File: src/rtl/csr_access_ctrl.sv
// Register-access controller: latches one request, classifies it (ILLEGAL > PRIV > DECODE > OK),
// accesses a small register file and returns a response. Optional fault log: CSR_ACCESS_CTRL_TRAP_LOG_EN.
module csr_access_ctrl #(
    parameter logic [11:0] BASE_ADDR = 12'h060,
    parameter int          NUM_REGS  = 8,
    parameter int          DATA_W    = 32
) (
    input  logic              clk,
    input  logic              rst,
    input  logic              req_valid,
    output logic              req_ready,
    input  logic              req_write,
    input  logic              req_read,
    input  logic [11:0]       req_addr,
    input  logic [DATA_W-1:0] req_wdata,
    input  logic [1:0]        priv_state,
    input  logic              except_i,
    output logic              resp_valid,
    input  logic              resp_ready,
    output logic [DATA_W-1:0] resp_rdata,
    output logic [1:0]        resp_err,
    output logic              trap_pending,
    output logic [11:0]       trap_addr,
    output logic              trap_is_write,
    output logic [1:0]        trap_priv,
    output logic [7:0]        trap_count,
    input  logic              trap_clear
);

    localparam int IDX_W = (NUM_REGS > 1) ? $clog2(NUM_REGS) : 1;

    typedef enum logic [1:0] {S_IDLE, S_EXEC, S_RESP} state_e;
    typedef enum logic [1:0] {
        ERR_OK      = 2'b00,
        ERR_PRIV    = 2'b01,
        ERR_DECODE  = 2'b10,
        ERR_ILLEGAL = 2'b11
    } err_e;

    typedef struct packed {
        logic              write;
        logic              read;
        logic [11:0]       addr;
        logic [DATA_W-1:0] wdata;
        logic [1:0]        priv;
        logic              exc;
    } req_t;

    state_e            state_q, state_d;
    req_t              req_q, req_d;
    logic [DATA_W-1:0] regs_q [NUM_REGS];
    logic [DATA_W-1:0] regs_d [NUM_REGS];
    logic [DATA_W-1:0] rdata_q, rdata_d;
    logic [1:0]        err_q, err_d;

    logic [11:0]       off;
    logic              in_range;
    logic [IDX_W-1:0]  idx;
    err_e              cls;
    logic              exec_priv;

    // Addresses below the base wrap to large offsets, so one compare covers both bounds.
    assign off      = req_q.addr - BASE_ADDR;
    assign in_range = off < 12'(NUM_REGS);
    assign idx      = off[IDX_W-1:0];

    always_comb begin
        cls = ERR_OK;
        if (req_q.read && req_q.write)        cls = ERR_ILLEGAL;
        else if (!req_q.read && !req_q.write) cls = ERR_OK;
        else if (req_q.exc)                   cls = ERR_PRIV;
        else if (!in_range)                   cls = ERR_DECODE;
    end

    assign exec_priv = (state_q == S_EXEC) && (cls == ERR_PRIV);

    always_comb begin
        state_d = state_q;
        req_d   = req_q;
        regs_d  = regs_q;
        rdata_d = rdata_q;
        err_d   = err_q;
        case (state_q)
            S_IDLE: begin
                if (req_valid) begin
                    req_d   = '{write: req_write, read: req_read, addr: req_addr,
                                wdata: req_wdata, priv: priv_state, exc: except_i};
                    state_d = S_EXEC;
                end
            end
            S_EXEC: begin
                err_d   = cls;
                rdata_d = (cls == ERR_OK && req_q.read) ? regs_q[idx] : '0;
                if (cls == ERR_OK && req_q.write) regs_d[idx] = req_q.wdata;
                state_d = S_RESP;
            end
            S_RESP: begin
                if (resp_ready) begin
                    state_d = S_IDLE;
                    rdata_d = '0;
                    err_d   = ERR_OK;
                end
            end
            default: state_d = S_IDLE;
        endcase
    end

    always_ff @(posedge clk) begin
        if (rst) begin
            state_q <= S_IDLE;
            req_q   <= '0;
            regs_q  <= '{default: '0};
            rdata_q <= '0;
            err_q   <= '0;
        end else begin
            state_q <= state_d;
            req_q   <= req_d;
            regs_q  <= regs_d;
            rdata_q <= rdata_d;
            err_q   <= err_d;
        end
    end

    assign req_ready  = (state_q == S_IDLE);
    assign resp_valid = (state_q == S_RESP);
    assign resp_rdata = rdata_q;
    assign resp_err   = err_q;

`ifdef CSR_ACCESS_CTRL_TRAP_LOG_EN
    logic        trap_pending_q, trap_pending_d;
    logic [11:0] trap_addr_q, trap_addr_d;
    logic        trap_is_write_q, trap_is_write_d;
    logic [1:0]  trap_priv_q, trap_priv_d;
    logic [7:0]  trap_count_q, trap_count_d;

    // Clear is applied first so a same-cycle fault lands on a clean log.
    always_comb begin
        trap_pending_d  = trap_pending_q;
        trap_addr_d     = trap_addr_q;
        trap_is_write_d = trap_is_write_q;
        trap_priv_d     = trap_priv_q;
        trap_count_d    = trap_count_q;
        if (trap_clear) begin
            trap_pending_d  = 1'b0;
            trap_addr_d     = '0;
            trap_is_write_d = 1'b0;
            trap_priv_d     = '0;
            trap_count_d    = '0;
        end
        if (exec_priv) begin
            if (!trap_pending_d) begin
                trap_addr_d     = req_q.addr;
                trap_is_write_d = req_q.write;
                trap_priv_d     = req_q.priv;
            end
            trap_pending_d = 1'b1;
            if (trap_count_d != 8'hFF) trap_count_d = trap_count_d + 8'd1;
        end
    end

    always_ff @(posedge clk) begin
        if (rst) begin
            trap_pending_q  <= 1'b0;
            trap_addr_q     <= '0;
            trap_is_write_q <= 1'b0;
            trap_priv_q     <= '0;
            trap_count_q    <= '0;
        end else begin
            trap_pending_q  <= trap_pending_d;
            trap_addr_q     <= trap_addr_d;
            trap_is_write_q <= trap_is_write_d;
            trap_priv_q     <= trap_priv_d;
            trap_count_q    <= trap_count_d;
        end
    end

    assign trap_pending  = trap_pending_q;
    assign trap_addr     = trap_addr_q;
    assign trap_is_write = trap_is_write_q;
    assign trap_priv     = trap_priv_q;
    assign trap_count    = trap_count_q;
`else
    logic unused_trap;
    assign unused_trap   = ^{trap_clear, exec_priv, req_q.priv};
    assign trap_pending  = 1'b0;
    assign trap_addr     = '0;
    assign trap_is_write = 1'b0;
    assign trap_priv     = '0;
    assign trap_count    = '0;
`endif

endmodule

File: config.mk
export PLATFORM = sky130hd
export DESIGN_NAME = csr_access_ctrl
export DESIGN_NICKNAME = d
export VERILOG_FILES = /design/src/rtl/csr_access_ctrl.sv
export SDC_FILE = /design/constraint.sdc
export NUM_CORES = 1
export LEC_CHECK = 0
export ABC_AREA = 1
export BUFFER_PORTS_ARGS = -buffer_cell sky130_fd_sc_hd__buf_2
export CAP_MARGIN = 30
export CORE_ASPECT_RATIO = 0.6
export CORE_MARGIN = 2
export CORE_UTILIZATION = 53
export DETAILED_ROUTE_END_ITERATION = 6
export GPL_TIMING_DRIVEN = 0
export HOLD_SLACK_MARGIN = 0.06
export PLACE_DENSITY_LB_ADDON = 0.05
export SLEW_MARGIN = 20
export SYNTH_ARGS = -nofsm -noshare
export SYNTH_HDL_FRONTEND = slang
export SYNTH_SLANG_ARGS = --single-unit
File: constraint.sdc
create_clock -name clk -period 2.05 [get_ports clk]
set_input_delay 0.3075 -clock clk [delete_from_list [all_inputs] [get_ports clk]]
set_output_delay 0.3075 -clock clk [all_outputs]
set_load 0.01 [all_outputs]
==> results of run 1 <==
-- report_power, final --
part / leakage [nW] / internal [W] / total, W / switching [W]
Clock: 0.542 / 0.00377 / 0.00642 / 0.00266
Combinational: 7.21 / 0.000606 / 0.00202 / 0.00141
Sequential: 2.74 / 0.00670 / 0.00676 / 0.0000573
Total: 10.5 / 0.0111 / 0.0152 / 0.00413
-- metal layers --
layer  wire length, um  global-route usage, %
met5                19                      0
met2             23200                   53.1
met3              8830                   12.2
met4              2060                   10.6
met1             24400                   50.8
-- worst paths after layout --
check,to,startpoint,slack [ns],depth (start not counted)
worst max register to register,resp_rdata[1],req_q[37],-0.02,11
worst min register to register,resp_err[1],resp_err[1],0.48,2
worst min-delay path,req_q[48],req_write,0.07,3
worst max-delay path,regs_q[21],rst,-0.04,6
-- worst max-delay path: stages --
cell and delay (ns):
clkbuf_2 0.41, inv_1 0.29, clkbuf_1 0.64, clkbuf_1 0.64
nand2_1 0.15, nor2_1 0.15
-- logic make-up after synthesis --
family,count (synthesis),synth area share [%]
AO/OA/AOI/OAI,141,4.54
adder cells (fa/ha/maj),1,0.0792
buffers and inverters,494,12.9
flip-flops,339,43.0
other,1,0.0237
AND/OR/NAND/NOR,1588,39.5
-- state kept, by name, indices dropped and copies added (netlist names) --
name,flops
regs_q,256
state_q,2
resp_err,2
resp_rdata,32
req_q,47
-- cell usage in the layout (no fill, tap or decap), types with 41 or more instances in the layout --
master,instances
nor2_1,836
nand2_1,655
dfxtp_1,335
inv_1,301
o21ai_0,99
buf_2,91
buf_4,71
clkbuf_1,55
dlygate4sd3_1,45
nand3_1,41
-- synth_stat cells --
cell type	count
conb_1	1
nor3_2	1
clkbuf_1	75
nor2_2	1
clkinv_1	1
nor3_1	21
inv_2	4
nand2_1	661
buf_4	27
o21ai_4	1
nor3_4	1
or2_0	1
buf_6	3
nand3_1	43
inv_1	307
dfxtp_1	339
nand2_2	1
o21ai_0	101
buf_2	48
nand3_2	1
a21oi_1	37
nand4_4	8
buf_1	29
or2_2	1
nor2_1	845
ha_1	1
o21ai_1	2
nand2_4	1
nor2_4	2
-- per-stage QoR --
stage | setup WS (ns) | utilization (%) | setup TNS (ns) | instance area (sq um) | hold WS (ns)
floorplan | 0.330 | - | 0 | 15900 | 0.430
global placement | -0.634 | 57.9 | -154.36 | 16800 | 0.453
detailed placement | -0.637 | 58.0 | -89.10 | 16800 | 0.466
CTS | -0.0362 | 64.7 | -0.0825 | 18800 | 0.0607
global route | -0.0563 | 66.9 | -2.24 | 19400 | 0.0965
finish | -0.0423 | 66.9 | -0.253 | 19400 | 0.0698
-- area by class of cell --
type / instances / area [sq um] / share of cell area [%]
multi-input cells: 1762 / 7330 / 37.8
flip-flops and latches: 339 / 6790 / 35.0
plain buffers: 182 / 1250 / 6.46
repair buffers: 169 / 1230 / 6.33
inverters: 312 / 1200 / 6.17
clock buffers: 42 / 887 / 4.57
well taps: 400 / 500 / 2.58
clock inverters: 13 / 220 / 1.13
-- timing repair --
| action | 4_1_cts | 5_1_grt |
|---|---|---|
| pin swaps | 5 | 10 |
| endpoints found under the setup margin | 275 | 304 |
| gates cloned | 2 | 9 |
| endpoints found under the hold margin | 45 | 0 |
| hold buffers | 45 | 0 |
| resized for setup | 104 | 116 |
| setup buffers | 13 | 22 |
==> results.json, run 1 <==
{
  "synth_area_leader_cell": "dfxtp_1",
  "antenna_left": 0,
  "crit_fanout": 10,
  "post-route-min-period_ns": 2.09,
  "endpoint_kind": "flip-flop",
  "clk_transition_reported_paths_ns": 0.07,
  "worstSkewPairLatency_ns": 0.58,
  "viasPerCell": 5.21,
  "start_util_pct": 54.5,
  "dr.pass1.iters": 6,
  "synthesis.area_sq_mm": 0.0158,
  "grt_max_degree": 16,
  "dr_total_vias": 16800,
  "drive_gt1_share_pct": 12.1,
  "fmax_ghz": 0.478,
  "placementRows": 48,
  "status": "finished, violations left",
  "drt_wl_total_um": 58600,
  "drtIter0Drc": 2248,
  "cp.required_ns": 2.56,
  "antennaDiodeCount": 0,
  "power_density_mw_per_mm2": 783,
  "crit_type": "in -> reg",
  "grt_overflow_total": 0,
  "portBuffers": 85,
  "die_w_um": 227,
  "cts_buffer_depth": 3,
  "coreArea_sq_mm": 0.0290,
  "pin_count": 114,
  "numCtsBuffers": 31,
  "nFillCells": 2695,
  "ys.warnings.count": 0,
  "synth.avg_cell_area_sq_um": 6.16,
  "ys_ff_latch": 339,
  "tightest_slew_ns": 0.927,
  "synth_area_leaders": "dfxtp_1, nor2_1, nand2_1",
  "nNetsFinal": 2852,
  "hold_class": "in -> reg",
  "violations": "negative setup slack",
  "cp.arrival_ns": 2.60,
  "post_drt_wl_per_cell_um": 18.2,
  "finClkSkew_ns": 0.0169,
  "ys_seq_area_share_pct": 43.0,
  "startpoint_type": "input port",
  "hold_viol": 0,
  "setup_viol": 18,
  "layout_setup_ws_ns": -0.0423,
  "die_area_sq_mm": 0.0312,
  "final_cells": 3219,
  "track_usage_pct": 36.4,
  "rsz0062_at_grt": "true",
  "p_leak_nw": 10.5,
  "fin_crit_sh_pct": 102,
  "relSlewSlack_pct": 38.2,
  "die_h_um": 138,
  "clockRootBuffer": "clkbuf_16",
  "ys_types": 29,
  "max_cap_violations": 0,
  "yosysTopAreaCellShare_pct": 43.0,
  "antenna_found_initial": 4,
  "cts_sinks": 339,
  "first_global_vias": 14500,
  "drc": 0,
  "slew_violations": 0,
  "dp.cells": 3073,
  "gp_congestion": 0.920,
  "ir_drop_uv": 595,
  "total_power_w": 0.0152,
  "hpwl_um": 38400,
  "htree_levels": 1,
  "cts_tree": "built",
  "syn_inst": 2564,
  "area_growth_pct": 22.9,
  "grt_first_pass_wirelength_um": 84200
}
No activity file was read; power rests on OpenSTA's default activity.
==> inputs of run 2 (changes only) <==
--- a/config.mk
+++ b/config.mk
@@ -14,6 +14,7 @@
 export DETAILED_ROUTE_END_ITERATION = 6
 export GPL_TIMING_DRIVEN = 0
 export HOLD_SLACK_MARGIN = 0.06
+export MAX_ROUTING_LAYER = met4
 export PLACE_DENSITY_LB_ADDON = 0.05
 export SLEW_MARGIN = 20
 export SYNTH_ARGS = -nofsm -noshare
==> run 2 against run 1 <==
- clock power grew 1%
- the run still ends with negative setup slack left
- via count shrank 0.18%
- worst setup slack gained 0.027 ns
- fmax grew 1.3%
- utilization grew 1.3 points
- highest routed layer is now met4
- largest cell class unchanged
==> results.json, run 2 (same netlist as run 1, synthesis figures left out) <==
{
  "post-route-min-period_ns": 2.07,
  "worstSkewPairLatency_ns": 0.55,
  "die_area_sq_mm": 0.0312,
  "nNetsFinal": 2853,
  "coreArea_sq_mm": 0.0290,
  "hpwl_um": 38500,
  "fmax_ghz": 0.484,
  "crit_buf_inv": 2,
  "dr_total_vias": 16800,
  "postPlaceCellArea_sq_mm": 0.0168,
  "violations": "negative setup slack",
  "htree_levels": 2,
  "slowest_delay_ns": 0.63,
  "max_cap_violations": 0,
  "regToRegStartpoint": "req_q[47]",
  "drtIter0Drc": 2213,
  "fin_crit_sh_pct": 101,
  "crit_type": "reg -> reg",
  "post_drt_wl_per_cell_um": 18.3,
  "gp_congestion": 0.944,
  "drive_gt1_share_pct": 14.0,
  "crit_fanout": 13,
  "rsz0062_at_grt": "true",
  "slew_violations": 0,
  "preCtsSetupSlack_ns": -0.605,
  "relSlewSlack_pct": 36.1,
  "path_delay_family": "compound AO/OA/AOI/OAI gates",
  "final_cell_area_sq_mm": 0.0198,
  "drt_wl_total_um": 59000,
  "ir_drop_uv": 599,
  "clockRootBuffer": "clkbuf_16",
  "clk_transition_reported_paths_ns": 0.06,
  "total_power_w": 0.0152,
  "dr.pass1.iters": 6,
  "final_cell_mix": "nor2_1, nand2_1, dfxtp_1",
  "portBuffers": 85,
  "viasPerCell": 5.21,
  "die_w_um": 227,
  "power_density_mw_per_mm2": 769,
  "hold_viol": 0,
  "grt_first_pass_wirelength_um": 84800,
  "worst-path-stages": 6,
  "final_common_cell": "nor2_1",
  "largest_reg_flops": 256,
  "first_global_vias": 14600,
  "drc": 0,
  "finClkSkew_ns": 0.0214,
  "startpoint_type": "flip-flop",
  "min_from": "except_i",
  "cts_tree": "built",
  "setup_viol": 2,
  "hold_class": "in -> reg",
  "r2r_end": "regs_q[237]",
  "track_usage_pct": 37.8,
  "cp.required_ns": 2.48,
  "endpoint_kind": "flip-flop",
  "grt_max_degree": 15,
  "worst_hold_slack_ns": 0.0628,
  "reg2regPathDepth": 6,
  "setup_tns_ns": -0.0171,
  "layout_setup_ws_ns": -0.0155,
  "die_h_um": 138,
  "area_growth_pct": 25.3,
  "pin_count": 114,
  "path_common_cell": "nor2_1",
  "antenna_found_initial": 2,
  "antenna_left": 0,
  "cts_sinks": 339,
  "p_leak_nw": 10.6,
  "cp.arrival_ns": 2.50,
  "cts_buffer_depth": 3,
  "placementRows": 48,
  "critPathSlowestCell": "o21ai_4",
  "regMostFlops": "regs_q",
  "status": "finished, violations left",
  "crit_chain": "o21ai_4 -> nand4_4 -> buf_6 -> clkbuf_8 -> nor2_1 -> nor2_1",
  "numCtsBuffers": 34,
  "hold_depth": 3,
  "grt_overflow_total": 0,
  "reg2reg_slack_ns": -0.02,
  "min_to": "req_q[0]",
  "tightest_slew_ns": 0.959,
  "start_util_pct": 54.5
}
run 2: cell count changes in the layout (fill, tap and decap cells not counted), moves of 5 or more:
cell,change
bufinv_16,-5
nand2_4,+5
nor2_2,+22
dlygate4sd3_1,-8
buf_12,+10
nand2_2,+17
clkbuf_16,+14
buf_8,+9
nor2_1,-21
buf_6,-8
nand2_1,-20
run 2: area by class of cell:
type,count,area (sq um)
Clock inverter,8,73.8
Clock buffer,48,1050
Multi-Input combinational cell,1758,7390
Inverter,312,1190
Sequential cell,339,6790
Tap cell,400,500
Fill cell,2508,9220
Antenna cell,1,2.50
Timing Repair Buffer,172,1390
Buffer,181,1400
run 2: per-stage QoR:
step / utilization (%) / instances
2_1_floorplan: - / 2587
3_3_place_gp: 57.9 / 3072
3_5_place_dp: 58.0 / 3073
4_1_cts: 65.4 / 3189
5_1_grt: 68.2 / 3219
6_report: 68.2 / 3219
run 2: what timing repair did:
item                       CTS  global route
gates cloned                 4             8
hold buffers                37             0
pin swaps                    7            16
setup buffers               19            22
setup endpoints to repair  278           283
resized for setup          141           156
hold endpoints to repair    37             0
run 2: where the power goes:
group          switching (W)  internal, W
registers          0.0000553      0.00670
logic                0.00138     0.000591
clock network        0.00280      0.00369
run 2: worst max path at each step:
stage | start | to | slack [ns]
after global routing | req_q[47] | regs_q[173] | -0.05
after global placement | rst | regs_q[58] | -0.72
final | req_q[47] | regs_q[237] | -0.02
after CTS | req_q[40] | regs_q[131] | -0.007
after floorplan | req_q[40] | regs_q[65] | 0.33
after detailed placement | req_q[37] | resp_rdata[30] | -0.60
run 2: layer usage:
metal	track usage, %	routed length [um]
met1	51.8	24700
met2	53.2	23700
met3	10.6	8750
met4	13.0	1840
met5	-	0
run 2: tightest hold or removal path, cell delays in order:
cell and delay (ns):
buf_2 0.08, o21ai_0 0.07, a21oi_1 0.11
